$ cat config.mk
export PLATFORM = sky130hd
export DESIGN_NAME = uart_boot_loader
export DESIGN_NICKNAME = d
export VERILOG_FILES = /design/src/rtl/uart_boot_loader.sv
export SDC_FILE = /design/constraint.sdc
export NUM_CORES = 1
export LEC_CHECK = 0
export CAP_MARGIN = 20
export CORE_MARGIN = 3
export CORE_UTILIZATION = 45
export CTS_CLUSTER_SIZE = 30
export DETAILED_ROUTE_END_ITERATION = 8
export GPL_ROUTABILITY_DRIVEN = 0
export HOLD_SLACK_MARGIN = 0.02
export PLACE_DENSITY = 0.67
export REMOVE_ABC_BUFFERS = 1
export SYNTH_ARGS = -nofsm -noshare
export SYNTH_HDL_FRONTEND = slang
export SYNTH_SLANG_ARGS = --single-unit
export TNS_END_PERCENT = 100
$ cat constraint.sdc
create_clock -name clk -period 2.9 [get_ports clk]
set_clock_uncertainty 0.2 [all_clocks]
set_input_delay 0.435 -clock clk [delete_from_list [all_inputs] [get_ports clk]]
set_output_delay 0.435 -clock clk [all_outputs]
set_load 0.05 [all_outputs]
$ cat src/rtl/uart_boot_loader.sv
// rtl/uart_boot_loader.sv - UART-fed program image loader for instruction memory
//
// Parses SYNC, LEN_LO, LEN_HI, 4*LEN little-endian payload bytes and a mod-256
// checksum byte. It writes each assembled word into instruction memory and
// keeps the CPU held until a frame with a correct checksum has been received.
//
// Ports:
//   clk          system clock
//   rst          synchronous reset, active-high
//   rx_data      received byte from the UART
//   rx_valid     one-cycle strobe, rx_data holds a new byte
//   imem_we      instruction memory write strobe (one-cycle pulse per word)
//   imem_addr    instruction memory word address
//   imem_wdata   instruction word to write
//   cpu_hold     holds the CPU fetch unit; low only once the image is accepted
//   boot_done    image accepted, CPU running
//   boot_error   frame rejected (bad length, bad checksum or timeout)
//   words_loaded number of words written in the current frame

module uart_boot_loader #(
  parameter int          IMEM_WORDS     = 256,
  parameter int          ADDR_W         = 8,
  parameter logic [7:0]  SYNC_BYTE      = 8'hA5,
  parameter int          TIMEOUT_CYCLES = 1000000
) (
  input  logic              clk,
  input  logic              rst,
  input  logic [7:0]        rx_data,
  input  logic              rx_valid,
  output logic              imem_we,
  output logic [ADDR_W-1:0] imem_addr,
  output logic [31:0]       imem_wdata,
  output logic              cpu_hold,
  output logic              boot_done,
  output logic              boot_error,
  output logic [ADDR_W:0]   words_loaded
);

  localparam int TMO_W = $clog2(TIMEOUT_CYCLES + 1);

  typedef enum logic [2:0] {
    S_IDLE,
    S_LEN_LO,
    S_LEN_HI,
    S_DATA,
    S_CSUM,
    S_DONE,
    S_ERROR
  } state_e;

  state_e            state_q, state_d;
  logic [15:0]       len_q, len_d;
  logic [1:0]        byte_idx_q, byte_idx_d;
  logic [31:0]       word_q, word_d;
  logic [7:0]        csum_q, csum_d;
  logic [ADDR_W-1:0] addr_q, addr_d;
  logic [ADDR_W:0]   words_loaded_q, words_loaded_d;
  logic              imem_we_q, imem_we_d;
  logic [ADDR_W-1:0] imem_addr_q, imem_addr_d;
  logic [31:0]       imem_wdata_q, imem_wdata_d;
  logic [TMO_W-1:0]  tmo_q, tmo_d;

  logic [15:0]       len_in;
  logic [TMO_W-1:0]  tmo_inc;
  logic              tmo_active;
  logic              last_word;
  logic [31:0]       word_shift;

  assign len_in     = {rx_data, len_q[7:0]};
  assign tmo_inc    = tmo_q + 1'b1;
  assign tmo_active = (state_q == S_LEN_LO) || (state_q == S_LEN_HI) ||
                      (state_q == S_DATA)   || (state_q == S_CSUM);
  // True while the word now being assembled is the final one of the frame.
  assign last_word  = (16'(words_loaded_q) + 16'd1) == len_q;
  // Little-endian lane fill: after four shifts, the first byte sits in [7:0].
  assign word_shift = {rx_data, word_q[31:8]};

  // State register and datapath flops
  always_ff @(posedge clk) begin
    if (rst) begin
      state_q        <= S_IDLE;
      len_q          <= '0;
      byte_idx_q     <= '0;
      word_q         <= '0;
      csum_q         <= '0;
      addr_q         <= '0;
      words_loaded_q <= '0;
      imem_we_q      <= 1'b0;
      imem_addr_q    <= '0;
      imem_wdata_q   <= '0;
      tmo_q          <= '0;
    end else begin
      state_q        <= state_d;
      len_q          <= len_d;
      byte_idx_q     <= byte_idx_d;
      word_q         <= word_d;
      csum_q         <= csum_d;
      addr_q         <= addr_d;
      words_loaded_q <= words_loaded_d;
      imem_we_q      <= imem_we_d;
      imem_addr_q    <= imem_addr_d;
      imem_wdata_q   <= imem_wdata_d;
      tmo_q          <= tmo_d;
    end
  end

  // Next-state logic
  always_comb begin
    state_d = state_q;
    case (state_q)
      S_IDLE: begin
        if (rx_valid && rx_data == SYNC_BYTE) state_d = S_LEN_LO;
      end
      S_LEN_LO: begin
        if (rx_valid) state_d = S_LEN_HI;
      end
      S_LEN_HI: begin
        if (rx_valid) begin
          if (len_in > 16'(IMEM_WORDS)) state_d = S_ERROR;
          else if (len_in == 16'd0)     state_d = S_CSUM;
          else                          state_d = S_DATA;
        end
      end
      S_DATA: begin
        if (rx_valid && byte_idx_q == 2'd3 && last_word) state_d = S_CSUM;
      end
      S_CSUM: begin
        if (rx_valid) state_d = (rx_data == csum_q) ? S_DONE : S_ERROR;
      end
      S_DONE: begin
        state_d = S_DONE;
      end
      S_ERROR: begin
        // A fresh SYNC is treated as a retry of the whole frame.
        if (rx_valid && rx_data == SYNC_BYTE) state_d = S_LEN_LO;
      end
      default: state_d = S_IDLE;
    endcase
    // Inter-byte silence inside a frame aborts it.
    if (tmo_active && !rx_valid && tmo_inc == TMO_W'(TIMEOUT_CYCLES)) begin
      state_d = S_ERROR;
    end
  end

  // Datapath next values
  always_comb begin
    len_d          = len_q;
    byte_idx_d     = byte_idx_q;
    word_d         = word_q;
    csum_d         = csum_q;
    addr_d         = addr_q;
    words_loaded_d = words_loaded_q;
    imem_we_d      = 1'b0;
    imem_addr_d    = imem_addr_q;
    imem_wdata_d   = imem_wdata_q;
    tmo_d          = (tmo_active && !rx_valid) ? tmo_inc : '0;

    if (rx_valid) begin
      case (state_q)
        S_LEN_LO: begin
          len_d[7:0] = rx_data;
        end
        S_LEN_HI: begin
          len_d[15:8]    = rx_data;
          byte_idx_d     = '0;
          word_d         = '0;
          csum_d         = '0;
          addr_d         = '0;
          imem_addr_d    = '0;
          words_loaded_d = '0;
        end
        S_DATA: begin
          word_d     = word_shift;
          csum_d     = csum_q + rx_data;
          byte_idx_d = byte_idx_q + 2'd1;
          if (byte_idx_q == 2'd3) begin
            imem_we_d      = 1'b1;
            imem_addr_d    = addr_q;
            imem_wdata_d   = word_shift;
            addr_d         = addr_q + 1'b1;
            words_loaded_d = words_loaded_q + 1'b1;
          end
        end
        default: ;
      endcase
    end
  end

  // Outputs
  always_comb begin
    cpu_hold     = (state_q != S_DONE);
    boot_done    = (state_q == S_DONE);
    boot_error   = (state_q == S_ERROR);
    imem_we      = imem_we_q;
    imem_addr    = imem_addr_q;
    imem_wdata   = imem_wdata_q;
    words_loaded = words_loaded_q;
  end

endmodule

# Word level (Yosys, flattened, before mapping)
# Cells that the tools add are included.
[classes]
n_addsub = 6
order_cmp = 1
eq_ne = 23
muxes = 20
bitwise = 3
reduce_logical = 23
[ops]
columns = ["operator", "n"]
rows = [
  ["$pmux 32 s2", 1],
  ["$pmux 8 s2", 3],
  ["$mux 3", 8],
  ["$add 20x1->20 const B", 1],
  ["$eq 20x20->1 const B", 1],
  ["$pmux 3 s6", 1],
  ["$pmux 9 s2", 1],
  ["$eq 10x16->1", 1],
  ["$gt 16x9->1 const B", 1],
  ["$logic_not 16->1", 1],
  ["$mux 8", 2],
  ["$add 9x1->10 const B", 1],
  ["$reduce_and 5->1", 2],
  ["$add 9x1->9 const B", 1],
  ["$eq 3x3->1 const B", 3],
  ["$mux 9", 1],
  ["$ne 3x2->1 const B", 3],
  ["$add 8x1->8 const B", 1],
  ["$add 8x8->8", 1],
  ["$eq 8x8->1", 1],
  ["$eq 8x8->1 const B", 1],
  ["$eq 3x2->1 const B", 2],
  ["$ne 2x1->1 const B", 3],
  ["$ne 2x2->1 const B", 3],
  ["18 further kinds", 32],
]
[word_totals]
reg_bits = 139
inputBits = 11
output_inout_bits = 53
wordCells = 89

# Longest topological paths before layout
[depth]
ltp_word = 8
depth_mapped = 9
depth_no_buf = 8

# Worst setup path after synthesis
# OpenSTA, ideal clock, no wires.
[synth_path]
path_type = "register -> register"
startpoint = "reg words_loaded_q[0] (netlist: words_loaded[0])"
endpoint = "reg state_q[0]"
setup_ps = 132
t_arrival_ps = 2210
t_required_ps = 2568
setup_slack_ps = 358
path_stages_with_launch = 8
n_path_buf = 0
synth_period_minus_slack_ps = 2542
path_cell_list = "dfxtp_1 > ha_1 > and3_1 > nand3_1 > or4bb_1 > nand3_1 > and3_4 > a211oi_2"
[synth_via]
elab_chain_cells = 5
[synth_lines]
columns = ["item", "line_no", "text"]
rows = [
  ["start, declared", "57", "logic [ADDR_W:0] words_loaded_q, words_loaded_d;"],
  ["start signal, assigned", "99", "words_loaded_q <= words_loaded_d;"],
  ["$add 9x1->10", "74", "assign last_word = (16'(words_loaded_q) + 16'd1) == len_q;"],
  ["$eq 10x16->1", "74", ""],
  ["$logic_and 1x1->1", "125", "if (rx_valid && byte_idx_q == 2'd3 && last_word) state_d = S_CSUM;"],
  ["$ne 2x1->1 (no line)", "--", ""],
  ["$reduce_and 5->1 (no line)", "--", ""],
  ["end signal, assigned", "93", "state_q <= state_d;"],
  ["end, declared", "51", "state_e state_q, state_d;"],
]
# No other way between the ends.
# A chain may end at the register's enable or synchronous reset.

# Worst setup path after layout
[layout_path]
startpoint = "reg state_q[0]"
endpoint = "out boot_done"
[layout_via]
elab_chain_cells = 1
[layout_lines]
columns = ["item", "line_no", "text"]
rows = [
  ["$eq 3x3->1", "192", "boot_done = (state_q == S_DONE);"],
  ["end, declared", "34", "output logic boot_done,"],
]
# No other way between the ends.

==> PnR_summary.wiki <==
{| class="wikitable"
! Metric !! Value
|-
| Status || completed
|-
| Wire length reported by the detailed router || roughly 15 mm
|-
| Number of flops mapped to enable cells by yosys || 0
|-
| Hold_ws || roughly 0.25 ns
|-
| Number of setup violations in the final report || 0
|-
| RSZ-0062 raised after global routing || no
|-
| Max Cap Viol || 0
|-
| Die Y-Extent || about 120 um
|-
| Antenna violations before repair || 0
|-
| Data arrival time at the worst-slack endpoint || approximately 2.1 ns
|-
| Via Count || 5472
|-
| Chip Width || ~120 um
|-
| Clock Tree Root || clkbuf_16
|-
| Number of storage elements in the synthesis netlist || ~130
|-
| Worst path bufs/invs || 3
|-
| WS Path Type || reg2out
|-
| Power per standard cell area || between 500 and 600 nW/um2
|-
| Final period util || a little over nine tenths
|-
| CTS HTree Levels || 4
|-
| Routed length per placed instance || 14.7 um
|-
| Via count of the first global-routing pass || approximately 5100
|-
| Floorplan row count || just over 40
|-
| Total area of multi-input combinational cells || 3090 um2
|-
| Largest incremental delay on the critical path || roughly 0.53 ns
|-
| Hold-fix buffers, CTS || 0
|-
| Later-pin clock latency in the skew report || around 0.42 ns
|-
| Yosys warning total || 0
|-
| Worst Setup Slack, final || 0.178 ns
|-
| Post-synthesis average cell area || 7.90 um2
|-
| Final max-slew violation count || 0
|-
| Maximum number of buffers from clock root to sink || 2
|-
| Pleak || approximately 2.6 nW
|-
| Measured slew at the worst slew-check pin || between 0.7 and 0.8 ns
|-
| Cell area after technology mapping || a little under 6000 um2
|-
| Worst path most repeated cell || inv_1
|-
| Number of buffers added by the clock tree synthesis step || 17
|-
| Top Family by Delay on Critical Path || buffers and inverters
|-
| Area Overhead vs Synth || 25.4%
|-
| Headroom to the max-slew limit || 49.4%
|-
| Total area of sequential cells || approximately 2600 um2
|-
| Critical path data required time || between 2 and 2.5 ns
|-
| Initial standard-cell utilization of the core || between 40% and 50%
|-
| First-pass GRT wire length || approximately 24 mm
|-
| Ports || between 60 and 70
|-
| Fraction of registers with async set or reset after synthesis || 0%
|-
| Setup WS pre-CTS || -0.128 ns
|-
| Classification of the worst-slack hold path || reg2reg
|-
| Number of clock sinks seen by CTS || roughly 130
|-
| Clock transition at path regs || 0.06 ns
|-
| Filler cell count || around 1100
|-
| Vias per inst || about 5.5
|-
| Cell variety after synth || 61
|-
| Post-synthesis instance total || approximately 750
|-
| Largest vdd supply drop || slightly above 300 uV
|-
| Largest net degree at the start of global routing || 111
|-
| Floorplan die area || around 15000 um2
|-
| Fmax || around 370 MHz
|-
| Initial DRC Count || 485
|-
| Post-DP HPWL || approximately 10 mm
|-
| Crit-path cells || inv_1 -> nor2_1 -> nand2_1 -> inv_1 -> dlygate4sd2_1
|-
| Number of inserted diodes || 0
|-
| Number of nets in the finished design || between 800 and 900
|-
| Kind of launch point of the worst setup path || flip-flop
|-
| CP endpoint kind || output port
|-
| Final critical-path required period || about 2.7 ns
|-
| Post-detailed-route count of antenna-violating nets || 0
|-
| Critical-path cell with the highest stage delay || dfxtp_1
|-
| Final Hold Fails || 0
|-
| Fraction of final layout cells sized beyond drive strength 1 || around 8.6%
|-
| TritonCTS clock tree || built
|-
| Global route overflow || 0
|-
| Post-synth top flop || dfxtp_1
|-
| Portion of the post-synthesis area used by sequential elements || ~44%
|-
| Number of input and output port buffers inserted || 63
|-
| DRC Markers || 0
|-
| Maximum fanout count along the critical path || 11
|-
| Area of the core region || 12800 um2
|-
| Total iterations of the first detailed-routing run || 5
|-
| GRT Util Overall || between 20% and 30%
|}
## kinds of logic after synthesis
logic type                 after synthesis  synth area share [%]
and+or+nand+nor                        362                  28.9
buffers and inverters                   59                  3.95
adders and majority gates               12                  2.65
AOI/OAI and AO/OA                      148                  14.3
xor gates and xnor gates                38                  5.59
DFF                                    131                  44.1
muxes                                    3                 0.589
## layer usage
metal	vias to the layer above	GRT usage, %	part of all wire, %
met5	-	0	0
met1	2581	26.1	45
met2	134	33.6	48
li1	2730	-	-
met3	27	5.64	4.7
met4	0	8.57	2.2
## metrics by stage
step	total power, mW	cell area [um2]	utilization, %	TNS [ns]	cells
floorplan	1.87	5750	-	-4.08	703
global placement	1.95	6840	53.6	-0.167	968
detailed placement	1.96	6840	53.6	-0.230	968
CTS	4.19	7460	58.4	0	999
global route	4.29	7460	58.4	0	999
finish	4.16	7460	58.4	0	999
## flip-flops by register name, summed over array words and instances (netlist names)
register and count:
imem_wdata 32, byte_idx_q 2, state_q 3, word_q 24
imem_addr 8, addr_q 8, tmo_q 20, csum_q 8
len_q 16, words_loaded 9, imem_we 1
## repair_timing
action,CTS,global route
setup buffers,0,0
setup endpoints to repair,1,2
gates resized for setup,1,2
## final timing paths
kind | slack [ns] | cells past startpoint | end | start
setup reg to reg | 0.30 | 7 | state_q[1]$_SDFFE_PP0P_ | tmo_q[0]$_SDFF_PP0_
hold reg to reg | 0.25 | 2 | imem_wdata[13]$_SDFFE_PP0P_ | imem_wdata[13]$_SDFFE_PP0P_
hold / removal | 0.25 | 2 | imem_wdata[13]$_SDFFE_PP0P_ | imem_wdata[13]$_SDFFE_PP0P_
setup / recovery | 0.18 | 5 | boot_done | state_q[0]$_SDFFE_PP0P_
## placed cells by master (no fill, tap or decap), types with 4 or more instances in the layout
cell / synthesis / layout
or3_1: 4 / 4
nor4_1: 8 / 8
nand2_1: 167 / 167
clkbuf_16: 0 / 17
and3_1: 10 / 10
clkdlybuf4s50_1: 0 / 59
nor2b_1: 5 / 5
nand4_1: 10 / 10
a21oi_1: 107 / 107
ha_1: 11 / 11
xnor2_1: 21 / 21
xor2_1: 17 / 17
nor2_1: 50 / 50
o21ai_0: 10 / 10
inv_1: 9 / 9
bufinv_16: 0 / 4
buf_4: 0 / 29
nand3_1: 60 / 60
nor3_1: 14 / 14
nand2b_1: 6 / 6
dfxtp_1: 131 / 131
## tightest hold or removal path, cell delays in order (launching register included)
cell,delay [ns]
dfxtp_1,0.30
nand2_1,0.05
a21oi_1,0.05
## cell type report
cell class	instances	area share [%]
Tap cell	172	2.88
Sequential cell	131	35.1
Clock inverter	9	2.06
Clock buffer	22	6.22
Timing Repair Buffer	93	11.8
Inverter	9	0.453
Multi-Input combinational cell	563	41.4
## where the power goes
| part | switching, mW | internal [mW] | total (mW) |
|---|---|---|---|
| registers | 0.00269 | 1.80 | 1.81 |
| clock network | 0.760 | 1.48 | 2.24 |
| logic | 0.0693 | 0.0450 | 0.114 |
| total | 0.832 | 3.32 | 4.16 |
## synthesized netlist by cell type (9+ instances only)
cell / instances / share of area, %
nand3_1: 60 / 5.0
xnor2_1: 21 / 3.1
nor3_1: 14 / 1.2
nand2_1: 167 / 11
xor2_1: 17 / 2.5
dfxtp_1: 131 / 44
a21oi_1: 107 / 9.0
nand4_1: 10 / 1.1
and3_1: 10 / 1.1
o21ai_0: 10 / 0.84
inv_1: 9 / 0.57
ha_1: 11 / 2.3
nor2_1: 50 / 3.2
clkbuf_1: 41 / 2.6
(Power assumes the default switching activity.)
